**config.mk**
```make
export PLATFORM = sky130hd
export DESIGN_NAME = prim_edge_detect_multi
export DESIGN_NICKNAME = d
export VERILOG_FILES = /design/src/rtl/prim_edge_pkg.sv /design/src/rtl/prim_edge_filter.sv /design/src/rtl/prim_flop.sv /design/src/rtl/prim_edge_detect_multi.sv
export SDC_FILE = /design/constraint.sdc
export NUM_CORES = 1
export LEC_CHECK = 0
export ABC_AREA = 0
export BUFFER_PORTS_ARGS = -buffer_cell sky130_fd_sc_hd__buf_2
export CAP_MARGIN = 20
export CORE_UTILIZATION = 55
export DETAILED_ROUTE_END_ITERATION = 6
export GPL_TIMING_DRIVEN = 0
export PLACE_DENSITY = 0.88
export SYNTH_ARGS = -nofsm -noshare
export SYNTH_HDL_FRONTEND = slang
export SYNTH_HIERARCHICAL = 1
export SYNTH_SLANG_ARGS = --single-unit
```
**constraint.sdc**
```tcl
create_clock -name clk_i -period 4.1 [get_ports clk_i]
set_input_delay 0.82 -clock clk_i [delete_from_list [all_inputs] [get_ports clk_i]]
set_output_delay 0.82 -clock clk_i [all_outputs]
set_load 0.02 [all_outputs]
```
**src/rtl/prim_edge_pkg.sv**
```systemverilog
// Edge-detector shared types.
// Edge modes and the mode-match helper.
package prim_edge_pkg;

  localparam int unsigned EdgeModeW = 2;

  typedef enum logic [EdgeModeW-1:0] {
    EdgeNone = 2'b00,
    EdgeRise = 2'b01,
    EdgeFall = 2'b10,
    EdgeBoth = 2'b11
  } edge_mode_e;

  function automatic logic edge_match(
    input edge_mode_e mode,
    input logic       r_edge,
    input logic       f_edge
  );
    logic hit;
    hit = 1'b0;
    unique case (mode)
      EdgeRise: hit = r_edge;
      EdgeFall: hit = f_edge;
      EdgeBoth: hit = r_edge | f_edge;
      default:  hit = 1'b0;
    endcase
    return hit;
  endfunction

endpackage

```
**src/rtl/prim_edge_filter.sv**
```systemverilog
// One channel: synchroniser, debounce, edges.
// Edges are registered alongside the filt update.
module prim_edge_filter #(
  parameter int unsigned SyncStages = 2,
  parameter int unsigned FilterCntW = 4,
  parameter logic        ResetValue = 1'b0
) (
  input  logic                  clk_i,
  input  logic                  rst_ni,
  input  logic                  en_i,
  input  logic [FilterCntW-1:0] thresh_i,
  input  logic                  serial_i,
  output logic                  filt_o,
  output logic                  r_edge_o,
  output logic                  f_edge_o
);

  logic [SyncStages-1:0] stage_d;
  logic [SyncStages-1:0] stage_q;
  logic                  sync;
  logic                  mismatch;
  logic                  update;
  logic [FilterCntW-1:0] cnt_q;
  logic                  filt_q;

  assign stage_d = {stage_q[SyncStages-2:0], serial_i};

  for (genvar s = 0; s < SyncStages; s++) begin : g_sync
    prim_flop #(
      .Width      (1),
      .ResetValue (ResetValue)
    ) u_flop (
      .clk_i  (clk_i),
      .rst_ni (rst_ni),
      .d_i    (stage_d[s]),
      .q_o    (stage_q[s])
    );
  end

  assign sync     = stage_q[SyncStages-1];
  assign mismatch = sync ^ filt_q;
  assign update   = mismatch & (cnt_q >= thresh_i);

  // Count consecutive mismatch cycles; never exceeds thresh.
  always_ff @(posedge clk_i or negedge rst_ni) begin
    if (!rst_ni)                cnt_q <= '0;
    else if (!mismatch || update) cnt_q <= '0;
    else                        cnt_q <= cnt_q + 1'b1;
  end

  // Filtered level and its en-gated edge pulses.
  always_ff @(posedge clk_i or negedge rst_ni) begin
    if (!rst_ni) begin
      filt_q   <= ResetValue;
      r_edge_o <= 1'b0;
      f_edge_o <= 1'b0;
    end else begin
      if (update) filt_q <= sync;
      r_edge_o <= en_i & update & sync;
      f_edge_o <= en_i & update & ~sync;
    end
  end

  assign filt_o = filt_q;

endmodule

```
**src/rtl/prim_flop.sv**
```systemverilog
// Plain resettable register.
// Building block for synchroniser chains.
module prim_flop #(
  parameter int unsigned     Width      = 1,
  parameter logic [Width-1:0] ResetValue = '0
) (
  input  logic             clk_i,
  input  logic             rst_ni,
  input  logic [Width-1:0] d_i,
  output logic [Width-1:0] q_o
);

  // Capture d every cycle.
  always_ff @(posedge clk_i or negedge rst_ni) begin
    if (!rst_ni) q_o <= ResetValue;
    else         q_o <= d_i;
  end

endmodule

```
**src/rtl/prim_edge_detect_multi.sv**
```systemverilog
// Multi-channel edge detector.
// Mode match, sticky W1C status, irq.
module prim_edge_detect_multi
  import prim_edge_pkg::*;
#(
  parameter int unsigned Width      = 4,
  parameter int unsigned SyncStages = 2,
  parameter int unsigned FilterCntW = 4,
  parameter logic        ResetValue = 1'b0
) (
  input  logic                  clk_i,
  input  logic                  rst_ni,
  input  logic [Width-1:0]      en_i,
  input  logic [2*Width-1:0]    mode_i,
  input  logic [FilterCntW-1:0] filt_thresh_i,
  input  logic [Width-1:0]      serial_i,
  input  logic [Width-1:0]      clr_i,
  output logic [Width-1:0]      filt_o,
  output logic [Width-1:0]      r_edge_o,
  output logic [Width-1:0]      f_edge_o,
  output logic [Width-1:0]      event_o,
  output logic [Width-1:0]      status_o,
  output logic                  irq_o
);

  logic [Width-1:0] status_q;

  for (genvar i = 0; i < Width; i++) begin : g_ch
    prim_edge_filter #(
      .SyncStages (SyncStages),
      .FilterCntW (FilterCntW),
      .ResetValue (ResetValue)
    ) u_filt (
      .clk_i    (clk_i),
      .rst_ni   (rst_ni),
      .en_i     (en_i[i]),
      .thresh_i (filt_thresh_i),
      .serial_i (serial_i[i]),
      .filt_o   (filt_o[i]),
      .r_edge_o (r_edge_o[i]),
      .f_edge_o (f_edge_o[i])
    );
  end

  // Select which registered edges count as events.
  always_comb begin
    event_o = '0;
    for (int i = 0; i < Width; i++) begin
      event_o[i] = edge_match(edge_mode_e'(mode_i[2*i +: 2]),
                              r_edge_o[i], f_edge_o[i]);
    end
  end

  // Sticky flags; a new event beats a clear.
  always_ff @(posedge clk_i or negedge rst_ni) begin
    if (!rst_ni) status_q <= '0;
    else         status_q <= (status_q & ~clr_i) | event_o;
  end

  assign status_o = status_q;
  assign irq_o    = |status_q;

endmodule

```
# ---- Yosys cells after proc, flatten, opt, wreduce, memory -nomap -nowiden
# Cells that the tools add are included.
dict set report word_totals {
  ff_bits 40
  inputBits 26
  output_inout_bits 21
}
dict set report classes {
  n_addsub 4
  n_lt_le_gt_ge 4
  n_eq_ne 12
  mux 8
  bitwise 31
  reduce_logical 9
}
# operator count
set op_table {}
lappend op_table {{4-bit by 1-bit adder with 4-bit output, second input constant} 4}
lappend op_table {{1-bit AND} 16}
lappend op_table {{2-bit == test, second input constant} 8}
lappend op_table {{4-bit greater-or-equal comparator} 4}
lappend op_table {{4-bit 2-to-1 mux} 4}
lappend op_table {{1-bit case mux with 3 select lines} 4}
lappend op_table {{2-bit by 1-bit == test with 1-bit output, second input constant} 4}
lappend op_table {{4-bit AND} 1}
lappend op_table {{1-bit logical NOT} 4}
lappend op_table {{1-bit logical OR} 4}
lappend op_table {{1-bit inverter} 4}
lappend op_table {{4-bit inverter} 1}
lappend op_table {{1-bit OR} 4}
lappend op_table {{4-bit OR} 1}
lappend op_table {{4-bit OR reduction} 1}
lappend op_table {{1-bit bitwise XOR} 4}

# ---- Depth between registers and ports, before layout
# Gate-level depths: netlist of the first run.
dict set report logic_depth {
  depth_word 4
  mapped_depth 6
}

# ---- By module
# The synthesis of the first run kept the hierarchy.
# mod instances cells_per_inst area_each_um2 seq_area_each_um2
set by_module_without_submodules {}
lappend by_module_without_submodules {prim_edge_filter 4 34 399.1 175.2}
lappend by_module_without_submodules {prim_flop 8 1 25.0 25.0}
lappend by_module_without_submodules {prim_edge_detect_multi 1 17 186.4 100.1}

# ---- Worst setup path before layout of the first run
# Ideal clock, no wire load.
dict set report synth_path {
  path_kind {in2reg}
  start {input filt_thresh_i[0]}
  end {register g_ch[0].u_filt.filt_q}
  setup_time_ps 125
  arrival_time_ps 1978
  slack_ps 1997
  path_stages 5
  path_cell_list {ha_1 > nand2b_4 > a2111oi_4 > nor2_1 > mux2_4}
}
dict set report synth_between {
  elab_chain_len 2
}
# item line_no
set synth_lines {}
lappend synth_lines {{start: declaration} prim_edge_detect_multi.sv:15} ;# input logic [FilterCntW-1:0] filt_thresh_i,
lappend synth_lines {{4-bit greater-or-equal comparator} prim_edge_filter.sv:42} ;# assign update = mismatch & (cnt_q >= thresh_i);
lappend synth_lines {{1-bit AND} prim_edge_filter.sv:42}
lappend synth_lines {{end signal: assignment} prim_edge_filter.sv:54} ;# filt_q <= ResetValue;
lappend synth_lines {{end signal: assignment} prim_edge_filter.sv:58} ;# if (update) filt_q <= sync;
lappend synth_lines {{end: declaration} prim_edge_filter.sv:24} ;# logic filt_q;
# Every way passes these cells.
# A chain may end at the register's enable or synchronous reset.

# ---- Final worst setup path of the first run
dict set report layout_path {
  start {input mode_i[6]}
  end {output event_o[3]}
}
dict set report layout_between {
  elab_chain_len 2
  word_cells_on_any_way 4
}
# item line_no
set layout_lines {}
lappend layout_lines {{start: declaration} prim_edge_detect_multi.sv:14} ;# input logic [2*Width-1:0] mode_i,
lappend layout_lines {{2-bit == test or 2-bit by 1-bit == test with 1-bit output (tied branches)} prim_edge_pkg.sv:21} ;# unique case (mode)
lappend layout_lines {{1-bit case mux with 3 select lines *} prim_edge_pkg.sv:21}
lappend layout_lines {{end: declaration} prim_edge_detect_multi.sv:21} ;# output logic [Width-1:0] event_o,
# Mark *: on every way between the ends. The rest lies on a longest branch, timed or not.

==> run_summary.xml, run 1 <==
<?xml version="1.0" encoding="UTF-8"?>
<metrics>
  <group name="synth">
    <metric name="synth_common_cells" unit="">40 x sky130_fd_sc_hd__dfrtp_1, 24 x sky130_fd_sc_hd__inv_1, 24 x sky130_fd_sc_hd__nor2_1</metric>
    <metric name="synthMostInstantiatedCell" unit="">sky130_fd_sc_hd__dfrtp_1</metric>
    <metric name="netlist_top_cells_area" unit="">sky130_fd_sc_hd__dfrtp_1 50%, sky130_fd_sc_hd__ha_1 13%, sky130_fd_sc_hd__a2111oi_4 5.6%</metric>
    <metric name="synthesis.area" unit="µm²">1983</metric>
    <metric name="synth.lib_cells_used.distinct" unit="">16</metric>
    <metric name="synth_top_cell_area_share" unit="%">50.47</metric>
    <metric name="ys_seq_elements" unit="">40</metric>
    <metric name="postSynth.asyncResetShare" unit="%">100.0</metric>
    <metric name="ys.warnings.count" unit="">6</metric>
    <metric name="seq_area_frac_synth" unit="%">50.47</metric>
    <metric name="synth-edff-count" unit="">0</metric>
    <metric name="post_synth_top_flop" unit="">sky130_fd_sc_hd__dfrtp_1</metric>
    <metric name="yosysTopAreaCell" unit="">sky130_fd_sc_hd__dfrtp_1</metric>
    <metric name="avgSynthCellArea" unit="µm²">12.32</metric>
    <metric name="synthesis.instances" unit="">161</metric>
    <metric name="synth_nets" unit="">207</metric>
  </group>
  <group name="floorplan">
    <metric name="die_y" unit="µm">62.05</metric>
    <metric name="die_area" unit="µm²">3850</metric>
    <metric name="start_util" unit="%">58.51</metric>
    <metric name="die_x" unit="µm">62.05</metric>
    <metric name="num_io_pins" unit="">47</metric>
    <metric name="fp-row-count" unit="">21</metric>
    <metric name="core" unit="µm²">3390</metric>
  </group>
  <group name="route">
    <metric name="initialDrtViolationCount" unit="">45</metric>
    <metric name="post-route-drc-count" unit="">0</metric>
    <metric name="detailroute.via_count" unit="">1328</metric>
    <metric name="wirelength" unit="µm">3188</metric>
    <metric name="firstDrtPassIters" unit="">4</metric>
    <metric name="drtAntennaViolNets" unit="">0</metric>
    <metric name="post_drt_wl_per_cell" unit="µm">12.21</metric>
    <metric name="routed_vias_inst" unit="">5.088</metric>
  </group>
  <group name="sta">
    <metric name="worst_slew_margin_rel" unit="%">42.79</metric>
    <metric name="timing.final.crit_share" unit="%">52.41</metric>
    <metric name="clock.fmax" unit="GHz">0.4653</metric>
    <metric name="unrepaired_setup_endpoints_after_global_routing" unit="">false</metric>
    <metric name="fin_hold_ws" unit="ns">0.3598</metric>
    <metric name="actual_slew_at_the_worst_max_slew_pin" unit="ns">0.8582</metric>
    <metric name="setup_viol" unit="">0</metric>
    <metric name="report.final.slew_viol_count" unit="">0</metric>
    <metric name="final.setup.tns" unit="ns">0</metric>
    <metric name="hold_viol" unit="">0</metric>
    <metric name="fin_skew" unit="ns">0.004944</metric>
    <metric name="period_minus_slack" unit="ns">2.149</metric>
  </group>
  <group name="setup_path">
    <metric name="crit_arrival" unit="ns">1.33</metric>
    <metric name="timing_worst_setup_path_type" unit="">in -&gt; out</metric>
    <metric name="critPathCaptureType" unit="">output port</metric>
    <metric name="path_max_fanout" unit="">2</metric>
    <metric name="data_required_critical_path" unit="ns">3.28</metric>
    <metric name="startpoint_type" unit="">input pin</metric>
  </group>
  <group name="pwr">
    <metric name="power.density_cell_area" unit="nW/µm²">524.7</metric>
    <metric name="static-leakage-power" unit="µW">0.001296</metric>
    <metric name="worst_ir_drop_vdd" unit="mV">0.2548</metric>
  </group>
  <group name="clock_tree">
    <metric name="cts_tree" unit="">built</metric>
    <metric name="numClockSinks" unit="">40</metric>
    <metric name="h-tree-depth" unit="">2</metric>
    <metric name="clk_pin_slew_worst_paths" unit="ns">0.11</metric>
    <metric name="cts_made_buffers" unit="">5</metric>
    <metric name="cts.root.buffer_cell" unit="">sky130_fd_sc_hd__clkbuf_4</metric>
    <metric name="maximum_number_of_buffers_from_clock_root_to_sink" unit="">2</metric>
    <metric name="resized_cells_post_cts" unit="">0</metric>
    <metric name="post_cts_hold_buffer_count" unit="">0</metric>
    <metric name="clkLatencyLatePin" unit="ns">0.33</metric>
    <metric name="post_cts.repair.setup_buffers" unit="">0</metric>
  </group>
  <group name="placement">
    <metric name="dp_hpwl" unit="µm">2482</metric>
    <metric name="buffer_ports.inserted" unit="">46</metric>
    <metric name="placement.cell_area" unit="µm²">2271</metric>
    <metric name="gp_congestion" unit="">0.8254</metric>
  </group>
  <group name="global_route">
    <metric name="first_pass_grt_wire_length" unit="µm">5195</metric>
    <metric name="number_of_antenna_violations_at_the_first_check_in_global_routing" unit="">0</metric>
    <metric name="via_count_of_the_first_global_routing_pass" unit="">1226</metric>
    <metric name="global_route.overflow_total" unit="">0</metric>
    <metric name="grt_max_degree" unit="">41</metric>
    <metric name="global_routing_usage_summed_across_all_routing_layers" unit="%">19.38</metric>
  </group>
  <group name="cells_and_area">
    <metric name="stdcell_area" unit="µm²">2347</metric>
    <metric name="post_route_cells_drive_above_1_share" unit="%">30.23</metric>
    <metric name="areaGrowthSynthToFinish" unit="%">18.36</metric>
    <metric name="fin_nets" unit="">260</metric>
    <metric name="antenna_cells_inserted" unit="">0</metric>
  </group>
  <group name="job">
    <metric name="max_cap_violations" unit="">0</metric>
  </group>
  <group name="run_status">
    <metric name="status" unit="">complete, no violations</metric>
  </group>
  <group name="min_path">
    <metric name="min_path_type" unit="">reg -&gt; reg</metric>
  </group>
</metrics>
[cell usage in the layout, fill, tap and decap left out]
master / count
sky130_fd_sc_hd__a2111oi_4: 4
sky130_fd_sc_hd__a22o_1: 4
sky130_fd_sc_hd__and4b_1: 8
sky130_fd_sc_hd__buf_2: 46
sky130_fd_sc_hd__bufinv_16: 1
sky130_fd_sc_hd__clkbuf_1: 1
sky130_fd_sc_hd__clkbuf_4: 5
sky130_fd_sc_hd__clkinv_2: 1
sky130_fd_sc_hd__dfrtp_1: 40
sky130_fd_sc_hd__ha_1: 20
sky130_fd_sc_hd__inv_1: 24
sky130_fd_sc_hd__mux2_4: 4
sky130_fd_sc_hd__nand2b_4: 4
sky130_fd_sc_hd__nand3_1: 4
sky130_fd_sc_hd__nand4_1: 1
sky130_fd_sc_hd__nor2_1: 24
sky130_fd_sc_hd__o21a_1: 4
sky130_fd_sc_hd__o21ai_1: 4
sky130_fd_sc_hd__o21bai_1: 4
sky130_fd_sc_hd__xnor2_1: 4
sky130_fd_sc_hd__xor2_1: 8
[stage by stage]
step	setup slack (ns)	std cells	util, %	power (µW)
6_report	1.951	261	69.25	1232
5_1_grt	1.931	261	69.25	1322
4_1_cts	1.946	261	69.25	1248
3_5_place_dp	1.748	253	67.00	992.4
3_3_place_gp	1.797	253	67.00	966.8
2_1_floorplan	1.997	161	-	875.2
[final cells by class]
class / count / area, µm²
clock inverter: 2 / 35.03
timing repair buffer: 46 / 230.2
fill: 238 / 1042
inverter: 24 / 90.09
multi-input combinational: 97 / 892.1
clock buffer: 6 / 41.29
sequential: 40 / 1001
tap: 46 / 57.56
[metal layers]
metal  vias up  wire, µm  GRT usage (%)
li1        652         -              -
met4         0        41          6.667
met2        36      1611          33.43
met1       636      1360          22.45
met3         4       175          6.625
met5         -         0              0
[power by group]
part	internal (µW)	total, µW	switching (µW)
clock	128	250	122
combinational	225	445	220
sequential	464	536	72.0
total	817	1230	415
[sequential cells by signal, summed over array words and instances, names as in the netlist]
signal	cells
g_ch.u_filt/cnt_q	16
g_ch.u_filt/g_sync.u_flop/q_o	8
g_ch.u_filt/f_edge_o	4
g_ch.u_filt/filt_o	4
g_ch.u_filt/r_edge_o	4
status_o	4
[kinds of logic after synthesis]
kind of cell	after synthesis	synth area share (%)
xor+xnor	12	5.300
mux	4	3.029
simple gates	41	12.68
buf+inv	24	4.543
flops	40	50.47
fa+ha+maj	20	12.62
compound gates	20	11.36
[worst max-delay path, stage by stage]
cell,delay (ns)
sky130_fd_sc_hd__buf_2,0.09
sky130_fd_sc_hd__a22o_1,0.25
sky130_fd_sc_hd__buf_2,0.16
[worst paths after layout]
path | start | to | slack, ns | depth (start not counted)
max in group asynchronous | rst_ni | g_ch[3].u_filt/f_edge_o | 2.99 | 1
worst max-delay path | mode_i[6] | event_o[3] | 1.95 | 3
min in group asynchronous | rst_ni | g_ch[0].u_filt/f_edge_o | 0.58 | 1
worst max register to register | g_ch[3].u_filt/cnt_q[0] | g_ch[3].u_filt/filt_o | 2.29 | 6
worst min-delay path | g_ch[3].u_filt/g_sync[0].u_flop/q_o | g_ch[3].u_filt/g_sync[1].u_flop/q_o | 0.36 | 0
worst min register to register | g_ch[3].u_filt/g_sync[0].u_flop/q_o | g_ch[3].u_filt/g_sync[1].u_flop/q_o | 0.36 | 0
Note: power is estimated with default switching activity, not from simulation.
==> run 2, diff against run 1 <==
--- a/config.mk
+++ b/config.mk
@@ -8,10 +8,10 @@
 export ABC_AREA = 0
 export BUFFER_PORTS_ARGS = -buffer_cell sky130_fd_sc_hd__buf_2
 export CAP_MARGIN = 20
-export CORE_UTILIZATION = 55
+export CORE_UTILIZATION = 53
 export DETAILED_ROUTE_END_ITERATION = 6
 export GPL_TIMING_DRIVEN = 0
-export PLACE_DENSITY = 0.88
+export PLACE_DENSITY = 0.85
 export SYNTH_ARGS = -nofsm -noshare
 export SYNTH_HDL_FRONTEND = slang
 export SYNTH_HIERARCHICAL = 1
==> constraint.sdc (replaced) <==
create_clock -name clk_i -period 2.03 [get_ports clk_i]
set_input_delay 0.406 -clock clk_i [delete_from_list [all_inputs] [get_ports clk_i]]
set_output_delay 0.406 -clock clk_i [all_outputs]
set_load 0.02 [all_outputs]
==> run_summary.xml, run 2 (synthesis results as in run 1) <==
<?xml version="1.0" encoding="UTF-8"?>
<metrics>
  <group name="clock_tree">
    <metric name="post_cts.repair.setup_buffers" unit="">0</metric>
    <metric name="cts_tree" unit="">built</metric>
    <metric name="maximum_number_of_buffers_from_clock_root_to_sink" unit="">2</metric>
    <metric name="cts_made_buffers" unit="">5</metric>
    <metric name="cts.root.buffer_cell" unit="">sky130_fd_sc_hd__clkbuf_8</metric>
    <metric name="post_cts_hold_buffer_count" unit="">0</metric>
    <metric name="clkLatencyLatePin" unit="ns">0.29</metric>
    <metric name="numClockSinks" unit="">40</metric>
    <metric name="resized_cells_post_cts" unit="">0</metric>
    <metric name="h-tree-depth" unit="">2</metric>
    <metric name="clk_pin_slew_worst_paths" unit="ns">0.08</metric>
  </group>
  <group name="route">
    <metric name="initialDrtViolationCount" unit="">19</metric>
    <metric name="detailroute.via_count" unit="">1320</metric>
    <metric name="post_drt_wl_per_cell" unit="µm">11.75</metric>
    <metric name="post-route-drc-count" unit="">0</metric>
    <metric name="firstDrtPassIters" unit="">4</metric>
    <metric name="drtAntennaViolNets" unit="">0</metric>
    <metric name="wirelength" unit="µm">3054</metric>
    <metric name="routed_vias_inst" unit="">5.077</metric>
  </group>
  <group name="job">
    <metric name="max_cap_violations" unit="">0</metric>
  </group>
  <group name="global_route">
    <metric name="number_of_antenna_violations_at_the_first_check_in_global_routing" unit="">0</metric>
    <metric name="grt_max_degree" unit="">41</metric>
    <metric name="global_routing_usage_summed_across_all_routing_layers" unit="%">18.57</metric>
    <metric name="via_count_of_the_first_global_routing_pass" unit="">1304</metric>
    <metric name="global_route.overflow_total" unit="">0</metric>
    <metric name="first_pass_grt_wire_length" unit="µm">5561</metric>
  </group>
  <group name="cells_and_area">
    <metric name="stdcell_area" unit="µm²">2349</metric>
    <metric name="top_register" unit="">g_ch.u_filt/cnt_q</metric>
    <metric name="areaGrowthSynthToFinish" unit="%">18.42</metric>
    <metric name="fin_nets" unit="">260</metric>
    <metric name="most_frequent_standard_cell_in_the_layout_excluding_fill_and_tap_cells" unit="">sky130_fd_sc_hd__buf_2</metric>
    <metric name="stdcell_count" unit="">260</metric>
    <metric name="antenna_cells_inserted" unit="">0</metric>
    <metric name="largest_register_ffs" unit="">16</metric>
    <metric name="largestRegisters" unit="">g_ch.u_filt/cnt_q: 16 flops, g_ch.u_filt/g_sync.u_flop/q_o: 8 flops</metric>
    <metric name="layout_common_cells" unit="">46 x sky130_fd_sc_hd__buf_2, 40 x sky130_fd_sc_hd__dfrtp_1, 24 x sky130_fd_sc_hd__inv_1, 24 x sky130_fd_sc_hd__nor2_1, 20 x sky130_fd_sc_hd__ha_1</metric>
    <metric name="post_route_cells_drive_above_1_share" unit="%">29.91</metric>
  </group>
  <group name="sta">
    <metric name="timing.final.crit_share" unit="%">89.77</metric>
    <metric name="setup_viol" unit="">0</metric>
    <metric name="report.final.slew_viol_count" unit="">0</metric>
    <metric name="final.setup.tns" unit="ns">0</metric>
    <metric name="fin_skew" unit="ns">0.009574</metric>
    <metric name="period_minus_slack" unit="ns">1.822</metric>
    <metric name="worst_slew_margin_rel" unit="%">44.34</metric>
    <metric name="hold_viol" unit="">0</metric>
    <metric name="unrepaired_setup_endpoints_after_global_routing" unit="">false</metric>
    <metric name="clock.fmax" unit="GHz">0.5487</metric>
    <metric name="actual_slew_at_the_worst_max_slew_pin" unit="ns">0.8349</metric>
    <metric name="final_critical_path_setup_slack" unit="ns">0.2076</metric>
  </group>
  <group name="run_status">
    <metric name="status" unit="">complete, no violations</metric>
  </group>
  <group name="setup_path">
    <metric name="startpoint_type" unit="">register</metric>
    <metric name="timing_worst_setup_path_type" unit="">reg -&gt; reg</metric>
    <metric name="crit_path_largest_cell_delay" unit="ns">0.41</metric>
    <metric name="timing.critical_path.buf_inv" unit="">1</metric>
    <metric name="data_required_critical_path" unit="ns">2.21</metric>
    <metric name="crit_path_cell_trace" unit="">inv_1 &gt; ha_1 &gt; nand2b_4 &gt; a2111oi_4 &gt; nor2_1 &gt; mux2_4</metric>
    <metric name="path_max_fanout" unit="">4</metric>
    <metric name="critPathCaptureType" unit="">register</metric>
    <metric name="crit_arrival" unit="ns">2.00</metric>
    <metric name="rrSetupSlack" unit="ns">0.21</metric>
    <metric name="critical-path-slowest-cell" unit="">sky130_fd_sc_hd__dfrtp_1</metric>
    <metric name="critical_path_s_top_delay_family" unit="">flip-flops</metric>
  </group>
  <group name="floorplan">
    <metric name="start_util" unit="%">57.18</metric>
    <metric name="die_y" unit="µm">63.17</metric>
    <metric name="fp-row-count" unit="">21</metric>
    <metric name="die_area" unit="µm²">3990</metric>
    <metric name="die_x" unit="µm">63.17</metric>
    <metric name="num_io_pins" unit="">47</metric>
    <metric name="core" unit="µm²">3468</metric>
  </group>
  <group name="min_path">
    <metric name="min_path_type" unit="">in -&gt; async</metric>
  </group>
  <group name="pwr">
    <metric name="static-leakage-power" unit="µW">0.001294</metric>
    <metric name="design_power_total" unit="µW">2466</metric>
    <metric name="power.density_cell_area" unit="nW/µm²">1050</metric>
    <metric name="worst_ir_drop_vdd" unit="mV">0.4336</metric>
  </group>
  <group name="placement">
    <metric name="preCtsSetupSlack" unit="ns">0.09645</metric>
    <metric name="buffer_ports.inserted" unit="">46</metric>
    <metric name="dp_hpwl" unit="µm">2327</metric>
    <metric name="post-place-cells" unit="">253</metric>
    <metric name="gp_congestion" unit="">0.8158</metric>
    <metric name="placement.cell_area" unit="µm²">2271</metric>
  </group>
</metrics>
## run 2: cell types whose count changed in the layout (fill, tap and decap cells not counted)
cell / change
sky130_fd_sc_hd__clkbuf_4: -5
sky130_fd_sc_hd__clkbuf_8: +5
sky130_fd_sc_hd__bufinv_16: -1
## run 2: final timing paths
| check | from | depth (start not counted) | to |
|---|---|---|---|
| max in group asynchronous | rst_ni | 1 | g_ch[3].u_filt/cnt_q[1] |
| min reg2reg | g_ch[1].u_filt/g_sync[0].u_flop/q_o | 0 | g_ch[1].u_filt/g_sync[1].u_flop/q_o |
| min in group clk_i | serial_i[2] | 1 | g_ch[2].u_filt/g_sync[0].u_flop/q_o |
| max reg2reg | g_ch[1].u_filt/cnt_q[0] | 6 | g_ch[1].u_filt/filt_o |
| max | g_ch[1].u_filt/cnt_q[0] | 6 | g_ch[1].u_filt/filt_o |
| min | rst_ni | 1 | status_o[2] |
## run 2: through the flow
step	utilization (%)	hold slack, ns
floorplan	-	0.1104
CTS	67.71	0.2037
finish	67.71	0.2100
global route	67.71	0.1985
global placement	65.48	0.3319
detailed placement	65.48	0.3347
## run 2: final cells by class
class	instances	area (µm²)
clock buffers	6	72.57
clock inverters	1	5.005
fillers	258	1120
inverters	24	90.09
multi-input cells	97	892.1
flip-flops and latches	40	1001
well taps	46	57.56
repair buffers	46	230.2
## run 2: layer usage
| layer | wire (µm) | global-route usage [%] | vias up |
|---|---|---|---|
| met3 | 185 | 6.341 | 5 |
| met5 | 0 | 0 | - |
| met2 | 1486 | 31.18 | 42 |
| met4 | 56 | 9.375 | 0 |
| met1 | 1325 | 20.88 | 626 |
| li1 | - | - | 647 |
## run 2: where the power goes
part           switching, µW  internal [µW]
registers                146            939
clock network            256            233
logic                    440            452
total                    842           1620
